`config.mk`:
```
export PLATFORM = sky130hd
export DESIGN_NAME = alarm_zone_ctrl_flat
export DESIGN_NICKNAME = d
export VERILOG_FILES = /design/src/rtl/alarm_zone_ctrl_pkg.sv /design/src/rtl/alarm_zone_ctrl_if.sv /design/src/rtl/alarm_zone_ctrl_timer.sv /design/src/rtl/alarm_zone_ctrl.sv /design/src/flat_wrapper.sv
export SDC_FILE = /design/constraint.sdc
export NUM_CORES = 1
export LEC_CHECK = 0
export ABC_AREA = 1
export BUFFER_PORTS_ARGS = -buffer_cell sky130_fd_sc_hd__buf_2
export CAP_MARGIN = 20
export CORE_MARGIN = 1
export CORE_UTILIZATION = 56
export DETAILED_ROUTE_END_ITERATION = 8
export GPL_TIMING_DRIVEN = 0
export PLACE_DENSITY_LB_ADDON = 0.1
export SLEW_MARGIN = 40
export SYNTH_ARGS = -nofsm -noshare
export SYNTH_HDL_FRONTEND = slang
export SYNTH_HIERARCHICAL = 1
export SYNTH_SLANG_ARGS = --single-unit
```
`constraint.sdc`:
```
create_clock -name clk -period 2.65 [get_ports clk]
set_input_delay 0.1325 -clock clk [delete_from_list [all_inputs] [get_ports clk]]
set_output_delay 0.1325 -clock clk [all_outputs]
set_load 0.02 [all_outputs]
```
`src/rtl/alarm_zone_ctrl_pkg.sv`:
```
// Shared types and constants for the zoned alarm controller.
// State encodings are fixed here so keypad/status logic can decode the state bus.
package alarm_zone_ctrl_pkg;

    localparam int STATE_W = 3;

    typedef enum logic [STATE_W-1:0] {
        S_DISARMED  = 3'd0,
        S_EXIT_DLY  = 3'd1,
        S_ARMED     = 3'd2,
        S_ENTRY_DLY = 3'd3,
        S_ALARM     = 3'd4,
        S_SILENCED  = 3'd5
    } state_t;

    // Doors occupy the low bits of the zone vector, windows sit above them.
    localparam int DOOR_BASE = 0;

    function automatic int max3(input int a, input int b, input int c);
        int m;
        m = (a > b) ? a : b;
        return (m > c) ? m : c;
    endfunction

endpackage

```
`src/rtl/alarm_zone_ctrl_if.sv`:
```
// Sensor/keypad/siren bundle between the alarm controller and its surroundings.
interface alarm_zone_ctrl_if
    import alarm_zone_ctrl_pkg::*;
#(
    parameter int N_DOORS   = 2,
    parameter int N_WINDOWS = 3
);
    logic                           arm_req;
    logic                           disarm_req;
    logic                           stay_mode;
    logic [N_DOORS-1:0]             doors;
    logic [N_WINDOWS-1:0]           windows;
    logic                           armed;
    logic                           secure;
    logic                           alarm;
    logic [STATE_W-1:0]             state;
    logic [N_DOORS+N_WINDOWS-1:0]   tripped;

    modport master (
        output arm_req, disarm_req, stay_mode, doors, windows,
        input  armed, secure, alarm, state, tripped
    );

    modport slave (
        input  arm_req, disarm_req, stay_mode, doors, windows,
        output armed, secure, alarm, state, tripped
    );
endinterface

```
`src/rtl/alarm_zone_ctrl_timer.sv`:
```
// Loadable down-counter that parks at zero; done is high while the count is zero.
module alarm_zone_ctrl_timer #(
    parameter int W = 4
) (
    input  logic         clk,
    input  logic         rst_n,
    input  logic         load,
    input  logic [W-1:0] load_val,
    input  logic         clear,
    output logic         done
);
    logic [W-1:0] count_reg;

    always_ff @(posedge clk or negedge rst_n) begin
        if (!rst_n) begin
            count_reg <= '0;
        end else if (clear) begin
            count_reg <= '0;
        end else if (load) begin
            count_reg <= load_val;
        end else if (count_reg != '0) begin
            count_reg <= count_reg - 1'b1;
        end
    end

    assign done = (count_reg == '0);
endmodule

```
`src/rtl/alarm_zone_ctrl.sv`:
```
// Zoned alarm controller: arming modes, exit/entry delays, time-limited siren
// and a sticky per-zone trip record. All outputs come straight from flops.
module alarm_zone_ctrl
    import alarm_zone_ctrl_pkg::*;
#(
    parameter int N_DOORS      = 2,
    parameter int N_WINDOWS    = 3,
    parameter int EXIT_CYCLES  = 16,
    parameter int ENTRY_CYCLES = 16,
    parameter int SIREN_CYCLES = 64
) (
    input  logic             clk,
    input  logic             rst_n,
    alarm_zone_ctrl_if.slave bus
);
    localparam int N_ZONES = N_DOORS + N_WINDOWS;
    localparam int TW      = $clog2(max3(EXIT_CYCLES, ENTRY_CYCLES, SIREN_CYCLES) + 1);

    // Timer is loaded with N-1 so the state is held for exactly N clocks.
    localparam logic [TW-1:0] EXIT_LOAD  = TW'(EXIT_CYCLES - 1);
    localparam logic [TW-1:0] ENTRY_LOAD = TW'(ENTRY_CYCLES - 1);
    localparam logic [TW-1:0] SIREN_LOAD = TW'(SIREN_CYCLES - 1);

    state_t               state_reg, state_next;
    logic                 mode_reg, mode_next;
    logic [N_ZONES-1:0]   tripped_reg, tripped_next;
    logic                 armed_reg, secure_reg, alarm_reg;

    logic [N_ZONES-1:0]   zones;
    logic [N_ZONES-1:0]   new_trips;
    logic                 any_door, any_window;
    logic                 tmr_load, tmr_clear, tmr_done;
    logic [TW-1:0]        tmr_val;

    assign zones      = {bus.windows, bus.doors};
    assign new_trips  = zones & ~tripped_reg;
    assign any_door   = |zones[DOOR_BASE +: N_DOORS];
    assign any_window = |bus.windows;

    alarm_zone_ctrl_timer #(.W(TW)) u_timer (
        .clk      (clk),
        .rst_n    (rst_n),
        .load     (tmr_load),
        .load_val (tmr_val),
        .clear    (tmr_clear),
        .done     (tmr_done)
    );

    always_ff @(posedge clk or negedge rst_n) begin
        if (!rst_n) begin
            state_reg   <= S_DISARMED;
            mode_reg    <= 1'b0;
            tripped_reg <= '0;
            armed_reg   <= 1'b0;
            secure_reg  <= 1'b0;
            alarm_reg   <= 1'b0;
        end else begin
            state_reg   <= state_next;
            mode_reg    <= mode_next;
            tripped_reg <= tripped_next;
            armed_reg   <= (state_next != S_DISARMED);
            secure_reg  <= (state_next == S_ARMED);
            alarm_reg   <= (state_next == S_ALARM);
        end
    end

    always_comb begin
        state_next   = state_reg;
        mode_next    = mode_reg;
        tripped_next = tripped_reg;
        tmr_load     = 1'b0;
        tmr_clear    = 1'b0;
        tmr_val      = '0;

        if (state_reg == S_DISARMED) begin
            // A simultaneous disarm cancels the arm; an open window blocks arming.
            if (bus.arm_req && !bus.disarm_req && !any_window) begin
                state_next   = S_EXIT_DLY;
                mode_next    = bus.stay_mode;
                tripped_next = '0;
                tmr_load     = 1'b1;
                tmr_val      = EXIT_LOAD;
            end
        end else if (bus.disarm_req) begin
            state_next = S_DISARMED;
            tmr_clear  = 1'b1;
        end else begin
            case (state_reg)
                S_EXIT_DLY: begin
                    if (tmr_done) state_next = S_ARMED;
                end
                S_ARMED: begin
                    if (any_window || (any_door && mode_reg)) begin
                        state_next   = S_ALARM;
                        tripped_next = tripped_reg | zones;
                        tmr_load     = 1'b1;
                        tmr_val      = SIREN_LOAD;
                    end else if (any_door) begin
                        state_next   = S_ENTRY_DLY;
                        tripped_next = tripped_reg | zones;
                        tmr_load     = 1'b1;
                        tmr_val      = ENTRY_LOAD;
                    end
                end
                S_ENTRY_DLY: begin
                    if (any_window) begin
                        state_next   = S_ALARM;
                        tripped_next = tripped_reg | zones;
                        tmr_load     = 1'b1;
                        tmr_val      = SIREN_LOAD;
                    end else if (tmr_done) begin
                        state_next = S_ALARM;
                        tmr_load   = 1'b1;
                        tmr_val    = SIREN_LOAD;
                    end
                end
                S_ALARM: begin
                    if (tmr_done) state_next = S_SILENCED;
                end
                S_SILENCED: begin
                    // Zones already on record stay quiet even if held open.
                    if (new_trips != '0) begin
                        state_next   = S_ALARM;
                        tripped_next = tripped_reg | new_trips;
                        tmr_load     = 1'b1;
                        tmr_val      = SIREN_LOAD;
                    end
                end
                default: state_next = S_DISARMED;
            endcase
        end
    end

    assign bus.state   = state_reg;
    assign bus.armed   = armed_reg;
    assign bus.secure  = secure_reg;
    assign bus.alarm   = alarm_reg;
    assign bus.tripped = tripped_reg;
endmodule
```
`src/flat_wrapper.sv`:
```
// flat-port wrapper written by rule: the top's interface ports become plain ports
module alarm_zone_ctrl_flat import alarm_zone_ctrl_pkg::*;
#(
    parameter int N_DOORS      = 2,
    parameter int N_WINDOWS    = 3,
    parameter int EXIT_CYCLES  = 16,
    parameter int ENTRY_CYCLES = 16,
    parameter int SIREN_CYCLES = 64
)
  (clk, rst_n, bus_arm_req, bus_disarm_req, bus_stay_mode, bus_doors, bus_windows, bus_armed, bus_secure, bus_alarm, bus_state, bus_tripped);
  alarm_zone_ctrl_if #(.N_DOORS(N_DOORS), .N_WINDOWS(N_WINDOWS)) bus_i ();
  input  logic clk;
  input  logic rst_n;
  input wire logic [$bits(bus_i.arm_req)-1:0] bus_arm_req;
  input wire logic [$bits(bus_i.disarm_req)-1:0] bus_disarm_req;
  input wire logic [$bits(bus_i.stay_mode)-1:0] bus_stay_mode;
  input wire logic [$bits(bus_i.doors)-1:0] bus_doors;
  input wire logic [$bits(bus_i.windows)-1:0] bus_windows;
  output wire logic [$bits(bus_i.armed)-1:0] bus_armed;
  output wire logic [$bits(bus_i.secure)-1:0] bus_secure;
  output wire logic [$bits(bus_i.alarm)-1:0] bus_alarm;
  output wire logic [$bits(bus_i.state)-1:0] bus_state;
  output wire logic [$bits(bus_i.tripped)-1:0] bus_tripped;
  assign bus_i.arm_req = bus_arm_req;
  assign bus_i.disarm_req = bus_disarm_req;
  assign bus_i.stay_mode = bus_stay_mode;
  assign bus_i.doors = bus_doors;
  assign bus_i.windows = bus_windows;
  assign bus_armed = bus_i.armed;
  assign bus_secure = bus_i.secure;
  assign bus_alarm = bus_i.alarm;
  assign bus_state = bus_i.state;
  assign bus_tripped = bus_i.tripped;
  alarm_zone_ctrl #(.N_DOORS(N_DOORS), .N_WINDOWS(N_WINDOWS), .EXIT_CYCLES(EXIT_CYCLES), .ENTRY_CYCLES(ENTRY_CYCLES), .SIREN_CYCLES(SIREN_CYCLES)) u_core (.clk(clk), .rst_n(rst_n), .bus(bus_i));
endmodule
```
# After elaboration in Yosys (flattened, before gate mapping)
# Index checks and enable logic that the tools add are counted.
dict set report totals {
  reg_bits 19
  in_bits 10
  output_inout_bits 11
  word_cells 83
}
dict set report op_classes {
  addsub 1
  eq_ne 12
  mux 42
  n_bitwise 4
  reduce_logical 17
}
# cell n
set op_table {}
lappend op_table {{2-to-1 mux 7 bit} 7}
lappend op_table {{2-to-1 mux 5 bit} 7}
lappend op_table {{2-to-1 mux 3 bit} 10}
lappend op_table {{case mux 7 bit (3 select lines)} 1}
lappend op_table {{case mux 3 bit (5 select lines)} 1}
lappend op_table {{case mux 5 bit (3 select lines)} 1}
lappend op_table {{2-to-1 mux 6 bit} 2}
lappend op_table {{2-to-1 mux 1 bit} 10}
lappend op_table {{bitwise OR 5 bit} 2}
lappend op_table {{equality test 3 x 2 -> 1 bit (second input constant)} 3}
lappend op_table {{equality test 3 bit (second input constant)} 3}
lappend op_table {{2-to-1 mux 4 bit} 2}
lappend op_table {{zero test 7 bit} 1}
lappend op_table {{nonzero test 7 bit} 1}
lappend op_table {{subtractor 7 x 1 -> 7 bit (second input constant)} 1}
lappend op_table {{inequality test 3 x 1 -> 1 bit (second input constant)} 2}
lappend op_table {{AND reduction 6 bit} 1}
lappend op_table {{nonzero test 3 bit} 2}
lappend op_table {{AND 5 bit} 1}
lappend op_table {{NOT 5 bit} 1}
lappend op_table {{nonzero test 5 bit} 1}
lappend op_table {{inequality test 4 x 1 -> 1 bit (second input constant)} 1}
lappend op_table {{nonzero test 4 bit} 1}
lappend op_table {{equality test 3 x 1 -> 1 bit (second input constant)} 1}
lappend op_table {{10 further kinds} 13}

# Depth between registers and ports, before layout
# Gate-level depths: netlist of the first run.
dict set report logic_depth {
  ltp_word 9
  mapped_depth 15
}

# Cells and area by module
# The synthesis of the first run kept the hierarchy.
# mod n_inst cells_each area_each_um2 seq_area_each_um2
set modules_own_cells {}
lappend modules_own_cells {alarm_zone_ctrl 1 121 842.1 300.3}
lappend modules_own_cells {alarm_zone_ctrl_timer 1 73 509.2 175.2}

# Worst setup path before layout of the first run
# No wires, ideal clock.
dict set report synth_timing {
  path_kind {reg2reg}
  from {register u_core.u_timer.count_reg[0]}
  to {register u_core.u_timer.count_reg[1]}
  setup_ps 117
  arrival_ps 2057
  required_time_ps 2533
  slack_ps 476
  stages_incl_launch_ff 16
  n_path_buf 1
  period_less_slack_ps 2174
  cell_sequence {dfrtp_1 > inv_1 > ha_1 > nand2_1 > nor2_2 > and2_4 > o21ai_0 > o21a_1 > nand2_1 > nand2_1 > nand2_1 > buf_4 > nor2_2 > nand3_2 > nand3_1 > nand2_1}
}
dict set report synth_via {
  elab_chain_cells 8
  word_cells_on_any_way 17
  cone_classes {add/sub (1); mux (13); reduce/logical (3)}
}
# item line_no
set synth_lines {}
lappend synth_lines {{start, declared} alarm_zone_ctrl_timer.sv:12} ;# logic [W-1:0] count_reg;
lappend synth_lines {{start signal, assigned} alarm_zone_ctrl_timer.sv:20} ;# count_reg <= load_val;
lappend synth_lines {{start signal, assigned} alarm_zone_ctrl_timer.sv:22} ;# count_reg <= count_reg - 1'b1;
lappend synth_lines {{zero test 7 bit *} alarm_zone_ctrl_timer.sv:26} ;# assign done = (count_reg == '0);
lappend synth_lines {{net u_core.tmr_done} alarm_zone_ctrl.sv:32} ;# logic tmr_load, tmr_clear, tmr_done;
lappend synth_lines {{2-to-1 mux 1 bit *} alarm_zone_ctrl.sv:111} ;# end else if (tmr_done) begin
lappend synth_lines {{2-to-1 mux 1 bit *} alarm_zone_ctrl.sv:106} ;# if (any_window) begin
lappend synth_lines {{case mux 1 bit (3 select lines) *} alarm_zone_ctrl.sv:88} ;# case (state_reg)
lappend synth_lines {{2-to-1 mux 1 bit *} alarm_zone_ctrl.sv:84} ;# end else if (bus.disarm_req) begin
lappend synth_lines {{2-to-1 mux 1 bit *} alarm_zone_ctrl.sv:75} ;# if (state_reg == S_DISARMED) begin
lappend synth_lines {{net u_core.tmr_load} alarm_zone_ctrl.sv:32}
lappend synth_lines {{2-to-1 mux 7 bit} alarm_zone_ctrl_timer.sv:19} ;# end else if (load) begin
lappend synth_lines {{2-to-1 mux 7 bit} alarm_zone_ctrl_timer.sv:17} ;# end else if (clear) begin
# Mark *: on every way through the listed nets, which the timed path passes. The rest lies on a longest branch. The select of a mux whose other input is x is not followed.
# A chain may end at the register's enable or synchronous reset.

# Worst setup path in the final report of the first run
dict set report layout_timing {
  from {register u_core.u_timer.count_reg[0]}
  to {register u_core.u_timer.count_reg[0]}
}
# The elaborated chain is that of the path after synthesis.

==> out/results.tsv, run 1 <==
stage	metric	value	unit
worst_hold_path	Hold Path Class	input pin to flop	
floorplanning	core area	2230	um2
critical_path	reg2reg start	u_core/u_timer/count_reg[0]$_DFFE_PN0P_	
grt	GR Overflow Total	0	
floorplanning	die width	51.1	um
cts	Max clock buf depth	2	
final_layout	commonest non-fill, non-tap cell in the layout	nand2_1	
power	power per cell area	623	nW/um2
floorplanning	Starting Density	60.5	%
job	Max Cap Viol	0	
critical_path	Top cell by count, worst path	nand2_1	
timing	fin crit share	92.5	%
floorplanning	DIE AREA	2610	um2
critical_path	worst path cell trace	inv_1 -> ha_1 -> nand2_1 -> nor2_2 -> and2_4 -> o21ai_2 -> o21a_1 -> nand2_1 -> nand2_1 -> nand2_1 -> buf_4 -> nor2_2 -> nand3_2 -> nand3_1 -> nand2_1	
synthesis	Gate Count Post-Synth	194	
detailed_routing	DRT antenna net count	0	
timing	final hold violations	0	
grt	first-pass GRT wire length	4910	um
detailed_routing	WL per Instance	11.8	um
detailed_routing	DR vias/cell	5.32	
critical_path	worst-path fanout max	9	
timing	Slew Limit Fails	0	
final_layout	diode count	0	
final_layout	Area growth syn-to-layout	13.1	%
final_layout	Nets	233	
cts	CTS Root Cell	clkbuf_4	
timing	final setup skew	0.00353	ns
cts	total setup buffers inserted after CTS	0	
critical_path	Critical Path AT	2.67	ns
final_layout	Design Area, Final	1530	um2
final_layout	layout cell share with drive strength beyond 1	26.5	%
detailed_routing	DRT Wirelength	2920	um
final_layout	final core occ	68.4	%
detailed_routing	DR iter-0 viols	48	
floorplanning	site row count	17	
synthesis	sequential share of the synthesized area	35.2	%
cts	Worst-Skew Late Latency	0.31	ns
timing	Setup Viol. Count Final	0	
cts	CTS H-Tree Depth	1	
cts	CTS clk-pin slew, worst paths	0.12	ns
critical_path	CP Launch Point	u_core/u_timer/count_reg[0]$_DFFE_PN0P_	
cts	CTS tree	yes	
power	static leakage	0.000880	uW
synthesis	post-synth cell types	29	
synthesis	post-synth net total	207	
critical_path	worst stage delay on the critical path	0.42	ns
final_layout	post-route insts no fill	247	
synthesis	syn avg cell area	6.97	um2
grt	Tot GR Track Use	26.2	%
synthesis	Mapped Area	1350	um2
critical_path	crit path capture type	flop	
cts	cts bufs inserted	3	
critical_path	Startpoint Class	flop	
floorplanning	Chip Height	51.1	um
placed_design	I/O Buffers	20	
critical_path	WS Path Type	flop to flop	
placed_design	Placed Area	1490	um2
grt	vias in the first global route	1177	
timing	max frequency	408	MHz
timing	WHS	0.0580	ns
power	IR drop worst, VDD	0.000622	V
timing	Setup TNS	0	ns
synthesis	FF+latch count, synth	19	
synthesis	warnings from Yosys	6	
timing	min cycle time layout	2.45	ns
worst_hold_path	Hold Startpoint	bus_stay_mode	
detailed_routing	DRC violations left	0	
timing	RSZ-0062 raised after global routing	no	
placed_design	DP HPWL	2160	um
final_layout	flip-flop count of the largest register after layout	7	
critical_path	worst path required time	2.87	ns
detailed_routing	1st-pass router iterations	4	
placed_design	placed insts	242	
final_layout	commonest non-fill, non-tap cells in the layout	44 x nand2_1, 32 x nor2_1, 21 x inv_1, 21 x nand3_1, 20 x buf_2	
detailed_routing	Vias	1315	
run_status	outcome	finished, final reports clean	
placed_design	gpl congestion	0.956	
grt	initial antenna violation count	0	
grt	pin count of the biggest net entering global routing	20	
floorplanning	# IOs	21	
critical_path	Crit-path slowest cell	dfrtp_1	
cts	Clock Sinks	19	
-- synth_stat cells --
| cell | number | area (um2) |
|---|---|---|
| a21oi_1 | 5 | 25.0 |
| and2_4 | 2 | 17.5 |
| buf_4 | 1 | 7.51 |
| buf_6 | 1 | 11.3 |
| clkinv_4 | 1 | 8.76 |
| conb_1 | 1 | 3.75 |
| dfrtp_1 | 19 | 475 |
| ha_1 | 3 | 37.5 |
| inv_1 | 21 | 78.8 |
| inv_2 | 6 | 22.5 |
| nand2_1 | 44 | 165 |
| nand2_2 | 5 | 31.3 |
| nand2_4 | 1 | 11.3 |
| nand3_1 | 21 | 105 |
| nand3_2 | 1 | 10.0 |
| nand4_1 | 2 | 12.5 |
| nand4_4 | 1 | 21.3 |
| nor2_1 | 32 | 120 |
| nor2_2 | 4 | 25.0 |
| nor3_1 | 2 | 10.0 |
| nor3_4 | 1 | 16.3 |
| o211ai_1 | 1 | 7.51 |
| o21a_1 | 1 | 7.51 |
| o21ai_0 | 5 | 25.0 |
| o21ai_1 | 2 | 10.0 |
| o21ai_2 | 5 | 43.8 |
| o21bai_1 | 1 | 7.51 |
| or2_2 | 4 | 25.0 |
| xor2_1 | 1 | 8.76 |
-- worst max-delay path: cells and delay by family, from the launching register on --
kind                     cells  cell delay (ns)
AND/OR/NAND/NOR             10             1.07
flip-flops                   1             0.42
AO/OA/AOI/OAI                2             0.36
buffers and inverters        2             0.30
adder cells (fa/ha/maj)      1             0.20
-- through the flow --
step | setup slack, ns | total power, uW
after floorplan | 0.476 | 701
after global placement | 0.190 | 772
after detailed placement | 0.131 | 791
after CTS | 0.0728 | 952
after global routing | 0.0255 | 1020
final | 0.199 | 952
-- power breakdown --
part	switching, uW	internal, uW
logic	209	145
registers	80.9	358
clock network	103	56.5
-- kinds of logic (layout without fill, tap and decap cells) --
logic type | Yosys count | count (layout) | synth area share, %
compound gates | 20 | 20 | 9.35
simple gates | 120 | 120 | 42.2
flops | 19 | 19 | 35.2
fa+ha+maj | 3 | 3 | 2.78
buf+inv | 30 | 55 | 9.54
xor+xnor | 1 | 1 | 0.648
other cells | 1 | 1 | 0.278
-- cell type report --
cell class	instances	area [um2]
multi-input combinational	145	751
clock inverter	1	5.00
clock buffer	3	22.5
fill	202	706
inverter	28	110
tap	28	35.0
buffer	2	18.8
timing repair buffer	21	110
sequential	19	475
-- final timing paths --
| path | to | slack (ns) | depth (start not counted) |
|---|---|---|---|
| max reg2reg | u_core/u_timer/count_reg[0]$_DFFE_PN0P_ | 0.20 | 15 |
| min in group asynchronous | u_core/bus.tripped[4]$_DFFE_PN0P_ | 0.27 | 2 |
| min | u_core/mode_reg$_DFFE_PN0P_ | 0.06 | 3 |
| max in group asynchronous | u_core/bus.state[1]$_DFF_PN0_ | 2.09 | 2 |
| min reg2reg | u_core/mode_reg$_DFFE_PN0P_ | 0.54 | 2 |
| max | u_core/u_timer/count_reg[0]$_DFFE_PN0P_ | 0.20 | 15 |
-- repair_timing --
| action | in CTS | in global routing |
|---|---|---|
| endpoints found under the setup margin | 0 | 7 |
| hold buffers | 1 | 0 |
| resized for setup | 0 | 2 |
| hold endpoints to repair | 19 | 0 |
-- routing by layer --
metal | up-vias | part of all wire (%) | global-route usage (%) | routed length (um)
li1 | 661 | - | - | -
met1 | 611 | 45 | 33.5 | 1320
met2 | 36 | 48 | 42.1 | 1400
met3 | 7 | 4.9 | 4.76 | 142
met4 | 0 | 2.0 | 13.4 | 57
met5 | - | 0 | 0 | 0
(Power assumes the default switching activity.)
==> run 2: changes to the inputs <==
ABC_AREA = not set   (was 1)
CORE_UTILIZATION = 55   (was 56)
==> out/results.tsv, run 2 <==
stage	metric	value	unit
synthesis	Mapped Area	1220	um2
critical_path	Reg2Reg Setup Slack	0.07	ns
placed_design	I/O Buffers	19	
timing	Setup Viol. Count Final	0	
grt	vias in the first global route	1185	
grt	initial antenna violation count	0	
critical_path	worst path required time	2.84	ns
synthesis	EDFF count, synth	0	
cts	CTS H-Tree Depth	1	
placed_design	dpl ws	-0.347	ns
synthesis	top-area cell type share of the netlist area	39.1	%
timing	final setup skew	0.00953	ns
timing	Slew Limit Fails	0	
final_layout	Area growth syn-to-layout	26.1	%
floorplanning	Chip Height	49.0	um
floorplanning	die width	49.0	um
grt	first-pass GRT wire length	5050	um
detailed_routing	1st-pass router iterations	4	
final_layout	diode count	0	
detailed_routing	DRT antenna net count	0	
synthesis	Yosys top cell by area	dfrtp_1	
detailed_routing	DR iter-0 viols	62	
cts	Max clock buf depth	2	
timing	min cycle time layout	2.58	ns
synthesis	warnings from Yosys	6	
synthesis	Gate Count Post-Synth	134	
timing	RSZ-0062 raised after global routing	yes	
cts	CTS Root Cell	clkbuf_4	
synthesis	sequential share of the synthesized area	39.1	%
floorplanning	Starting Density	60.1	%
final_layout	layout cell share with drive strength beyond 1	32.2	%
critical_path	cells on worst reg2reg path	11	
worst_hold_path	Hold Path Class	input pin to flop	
detailed_routing	DRT Wirelength	3060	um
cts	Worst-Skew Late Latency	0.30	ns
placed_design	gpl congestion	0.896	
critical_path	Startpoint Class	flop	
worst_hold_path	Hold Path End	u_core/mode_reg$_DFFE_PN0P_	
worst_hold_path	Hold Path Depth	2	
job	Max Cap Viol	0	
cts	Clock Sinks	19	
power	static leakage	0.000732	uW
synthesis	cell with the most instances after synthesis	dfrtp_1	
synthesis	Synth area leaders	dfrtp_1 39%, o21ai_0 4.5%, inv_1 3.7%, ha_1 3.1%, a22o_1 2.9%	
power	power per cell area	652	nW/um2
timing	fin crit share	97.2	%
final_layout	commonest non-fill, non-tap cells in the layout	20 x buf_2, 19 x dfrtp_1, 17 x buf_4, 10 x inv_1, 9 x o21ai_0	
grt	GR Overflow Total	0	
placed_design	Placed Area	1350	um2
detailed_routing	DRC violations left	0	
run_status	outcome	finished, final reports clean	
cts	cts bufs inserted	3	
synthesis	Async SR Flop Fraction	100	%
floorplanning	# IOs	21	
final_layout	post-route insts no fill	201	
final_layout	commonest non-fill, non-tap cell in the layout	buf_2	
floorplanning	site row count	16	
synthesis	most frequent cells after synthesis	19 x dfrtp_1, 12 x inv_1, 11 x o21ai_0, 9 x nor2_1, 7 x nand2_1	
synthesis	ys flop type	dfrtp_1	
final_layout	flip-flop count of the largest register after layout	7	
timing	worst slew pin tran	0.582	ns
floorplanning	DIE AREA	2400	um2
timing	max frequency	388	MHz
final_layout	Design Area, Final	1530	um2
synthesis	post-synth net total	147	
power	IR drop worst, VDD	0.000560	V
detailed_routing	DR vias/cell	6.06	
critical_path	crit path capture type	flop	
detailed_routing	WL per Instance	15.2	um
grt	Tot GR Track Use	27.5	%
timing	final setup margin	0.0731	ns
timing	Slew HR	60.9	%
grt	pin count of the biggest net entering global routing	20	
timing	final hold violations	0	
critical_path	worst-path fanout max	8	
synthesis	post-synth cell types	47	
critical_path	WS Path Type	flop to flop	
detailed_routing	Vias	1219	
critical_path	Critical Path AT	2.77	ns
worst_hold_path	Hold Startpoint	bus_stay_mode	
critical_path	RR Endpoint	u_core/u_timer/count_reg[1]$_DFFE_PN0P_	
synthesis	FF+latch count, synth	19	
cts	CTS tree	yes	
critical_path	reg2reg start	u_core/u_timer/count_reg[2]$_DFFE_PN0P_	
final_layout	Nets	188	
floorplanning	core area	2020	um2
synthesis	syn avg cell area	9.08	um2
cts	CTS clk-pin slew, worst paths	0.11	ns
placed_design	DP HPWL	2040	um
placed_design	placed insts	180	
[run 2: cell types whose count changed after synthesis, sizes merged, moves of 5 or more]
| cell | before | now |
|---|---|---|
| nor2 | 36 | 9 |
| nand2 | 50 | 7 |
| nor2b | 0 | 5 |
| inv | 27 | 12 |
| nand3 | 22 | 3 |
| a22o | 0 | 5 |
[run 2: layout make-up]
type / count / area, um2
Clock buffer: 3 / 22.5
Buffer: 5 / 23.8
Multi-Input combinational cell: 98 / 701
Sequential cell: 19 / 475
Inverter: 12 / 47.5
Fill cell: 144 / 488
Tap cell: 27 / 33.8
Timing Repair Buffer: 36 / 225
Clock inverter: 1 / 5.00
[run 2: worst max-delay path by stage]
stage                                                        from  slack (ns)                                 endpoint
after floorplan           u_core/u_timer/count_reg[4]$_DFFE_PN0P_        0.09  u_core/u_timer/count_reg[0]$_DFFE_PN0P_
after global placement    u_core/u_timer/count_reg[4]$_DFFE_PN0P_       -0.26  u_core/u_timer/count_reg[1]$_DFFE_PN0P_
after detailed placement  u_core/u_timer/count_reg[4]$_DFFE_PN0P_       -0.35  u_core/u_timer/count_reg[0]$_DFFE_PN0P_
after CTS                 u_core/u_timer/count_reg[0]$_DFFE_PN0P_        0.02  u_core/u_timer/count_reg[0]$_DFFE_PN0P_
after global routing      u_core/u_timer/count_reg[2]$_DFFE_PN0P_       -0.03  u_core/u_timer/count_reg[1]$_DFFE_PN0P_
final                     u_core/u_timer/count_reg[2]$_DFFE_PN0P_        0.07  u_core/u_timer/count_reg[1]$_DFFE_PN0P_
[run 2: logic make-up after synthesis]
group	synth area share [%]
other cells	0.308
flops	39.1
xor+xnor	1.44
fa+ha+maj	3.09
buf+inv	5.35
compound gates	24.1
simple gates	25.7
mux	0.926
[run 2: repair_timing]
action | in CTS | in global routing
hold buffers | 1 | 0
endpoints found under the hold margin | 19 | 0
pin swaps | 2 | 5
buffers inserted | 9 | 7
resized for setup | 6 | 7
setup endpoints to repair | 7 | 7
[run 2: power by group]
group | switching [uW] | internal, uW | leakage [uW]
Clock | 90.4 | 56.4 | 0.0000177
Combinational | 207 | 255 | 0.000465
Sequential | 38.5 | 353 | 0.000250
Total | 336 | 664 | 0.000732
[run 2: routing by layer]
metal / track usage, % / share of wire (%) / vias to the layer above
met5: 0 / 0 / -
met4: 6.37 / 0.85 / 0
met3: 8.10 / 6.9 / 6
met2: 48.1 / 50 / 54
met1: 33.1 / 43 / 576
li1: - / - / 583
[run 2: worst max-delay path, stage by stage (launching register included)]
cell     delay (ns)
dfrtp_1        0.39
or4_4          0.54
or2_0          0.22
buf_4          0.16
inv_4          0.08
nor2b_4        0.04
o21ai_1        0.11
a32oi_1        0.09
o21ai_2        0.31
buf_4          0.18
nor3_2         0.03
a221o_1        0.32
[run 2: metrics by stage]
stage,setup TNS (ns),utilization [%],power [uW],hold WS [ns]
after floorplan,0,-,647,-0.163
after global placement,-1.20,66.7,708,0.0921
after detailed placement,-1.73,66.7,724,0.0976
after CTS,0,72.5,921,0.0465
after global routing,-0.0682,75.9,1060,0.0367
final,0,75.9,1000,0.0549
==> run 3: changes to the inputs <==
clock period = 2.81 ns   (was 2.65 ns; I/O delays follow)
==> out/results.tsv, run 3 (synthesis results as in run 2) <==
stage	metric	value	unit
detailed_routing	DRC violations left	0	
power	Clk pwr share	16.8	%
cts	CTS tree	yes	
power	Sw Share	34.0	%
worst_hold_path	Hold Path Class	input pin to flop	
cts	cts bufs inserted	3	
timing	min cycle time layout	2.72	ns
timing	final hold violations	0	
final_layout	post-route insts no fill	189	
power	power per cell area	590	nW/um2
critical_path	Worst Setup EP	u_core/u_timer/count_reg[4]$_DFFE_PN0P_	
placed_design	placed insts	180	
timing	fin crit share	96.7	%
power	static leakage	0.000665	uW
timing	final setup margin	0.0934	ns
final_layout	Fillers	169	
floorplanning	site row count	16	
power	IR drop worst, VDD	0.000468	V
critical_path	worst path required time	3.01	ns
critical_path	Crit-path slowest cell	or4_4	
critical_path	reg2reg start	u_core/u_timer/count_reg[4]$_DFFE_PN0P_	
timing	Slew Limit Fails	0	
placed_design	dpl ws	-0.420	ns
critical_path	cells on worst reg2reg path	11	
floorplanning	# IOs	21	
timing	worst slew pin tran	0.644	ns
power	total power	838	uW
critical_path	WS Path Type	flop to flop	
final_layout	diode count	0	
run_status	outcome	finished, final reports clean	
critical_path	crit path capture type	flop	
critical_path	CP Launch Point	u_core/u_timer/count_reg[4]$_DFFE_PN0P_	
critical_path	Critical Path AT	2.91	ns
placed_design	gpl congestion	0.944	
detailed_routing	DRT antenna net count	0	
detailed_routing	DR iter-0 viols	47	
critical_path	worst path cell trace	or4_4 -> or2_0 -> clkbuf_2 -> inv_2 -> nor2b_2 -> o21ai_1 -> a32oi_1 -> o21ai_2 -> buf_4 -> nor2_1 -> a32o_1	
critical_path	worst stage delay on the critical path	0.57	ns
critical_path	Reg2Reg Setup Slack	0.09	ns
timing	Slew HR	56.8	%
detailed_routing	DRT Wirelength	2890	um
power	internal power	553	uW
cts	CTS Root Cell	clkbuf_4	
final_layout	Nets	176	
floorplanning	DIE AREA	2400	um2
critical_path	RR Endpoint	u_core/u_timer/count_reg[4]$_DFFE_PN0P_	
final_layout	Area growth syn-to-layout	16.9	%
cts	Worst-Skew Late Latency	0.30	ns
floorplanning	core area	2020	um2
critical_path	Startpoint Class	flop	
final_layout	layout cell share with drive strength beyond 1	25.3	%
power	net switching power	285	uW
grt	initial antenna violation count	0	
final_layout	final core occ	70.3	%
final_layout	commonest non-fill, non-tap cells in the layout	20 x buf_2, 19 x dfrtp_1, 10 x inv_1, 9 x o21ai_0, 8 x nor2_1	
grt	Tot GR Track Use	27.3	%
timing	Setup Viol. Count Final	0	
timing	WHS	0.0656	ns
critical_path	worst-path fanout max	6	
final_layout	flip-flop count of the largest register after layout	7	
placed_design	I/O Buffers	19	
job	Max Cap Viol	0	
cts	Max clock buf depth	2	
grt	pin count of the biggest net entering global routing	20	
timing	max frequency	368	MHz
cts	Clock Sinks	19	
detailed_routing	Vias	1168	
cts	CTS clk-pin slew, worst paths	0.11	ns
floorplanning	Chip Height	49.0	um
final_layout	commonest non-fill, non-tap cell in the layout	buf_2	
floorplanning	die width	49.0	um
timing	final setup skew	0.00241	ns
power	Comb pwr share	36.5	%
power	Flop pwr share	46.7	%
grt	first-pass GRT wire length	4900	um
placed_design	DP HPWL	2070	um
floorplanning	Starting Density	60.1	%
detailed_routing	WL per Instance	15.3	um
cts	CTS H-Tree Depth	1	
grt	vias in the first global route	1010	
grt	GR Overflow Total	0	
detailed_routing	1st-pass router iterations	4	
detailed_routing	DR vias/cell	6.18	
-- run 3: cell count changes in the layout (fill, tap and decap cells not counted), sizes merged --
cell	previous run	this run
clkbuf	5	7
buf	38	25
clkinv	1	0
-- run 3: power by group through the flow --
stage / logic (uW) / registers [uW] / clock network, uW
global route: 344 / 405 / 164
floorplan: 224 / 386 / 0
detailed placement: 288 / 396 / 0
finish: 306 / 391 / 141
global placement: 275 / 394 / 0
CTS: 293 / 390 / 148
-- run 3: routing by layer --
metal  up-vias  track usage (%)  part of all wire, %
met2        46             40.7                   49
met3         2             4.67                  4.9
met1       567             39.3                   45
met5         -                0                    0
met4         0             10.3                 0.73
li1        553                -                    -
-- run 3: how the worst min path moves through the flow --
stage / cells past startpoint / to / start / slack [ns]
floorplan: 0 / u_core/bus.alarm$_DFF_PN0_ / rst_n / -0.16
global placement: 1 / u_core/u_timer/count_reg[1]$_DFFE_PN0P_ / rst_n / 0.09
detailed placement: 1 / u_core/u_timer/count_reg[1]$_DFFE_PN0P_ / rst_n / 0.10
CTS: 2 / u_core/mode_reg$_DFFE_PN0P_ / bus_stay_mode / 0.06
global route: 2 / u_core/mode_reg$_DFFE_PN0P_ / bus_stay_mode / 0.04
finish: 2 / u_core/mode_reg$_DFFE_PN0P_ / bus_stay_mode / 0.07
-- run 3: final cells by class --
class,count,area [um2],area share [%]
multi-input cells,98,684,48.2
flip-flops and latches,19,475,33.5
repair buffers,24,135,9.51
inverters,12,45.0,3.17
well taps,27,33.8,2.38
clock buffers,4,26.3,1.85
plain buffers,5,21.3,1.50
-- run 3: timing repair --
item	CTS	global route
hold buffers	1	0
buffers inserted	3	1
resized for setup	3	4
endpoints found under the hold margin	19	0
pin swaps	1	1
setup endpoints to repair	7	7
-- run 3: worst max-delay path, delay by kind of cell, from the launching register on --
kind | cells | cell delay [ns]
AND/OR/NAND/NOR | 4 | 0.93
flip-flops | 1 | 0.43
AO/OA/AOI/OAI | 4 | 0.79
buffers and inverters | 3 | 0.44
-- run 3: metrics by stage --
step | instance area (um2) | setup TNS [ns]
2_1_floorplan | 1220 | 0
3_3_place_gp | 1350 | -1.44
3_5_place_dp | 1350 | -2.36
4_1_cts | 1410 | 0
5_1_grt | 1420 | -0.113
6_report | 1420 | 0
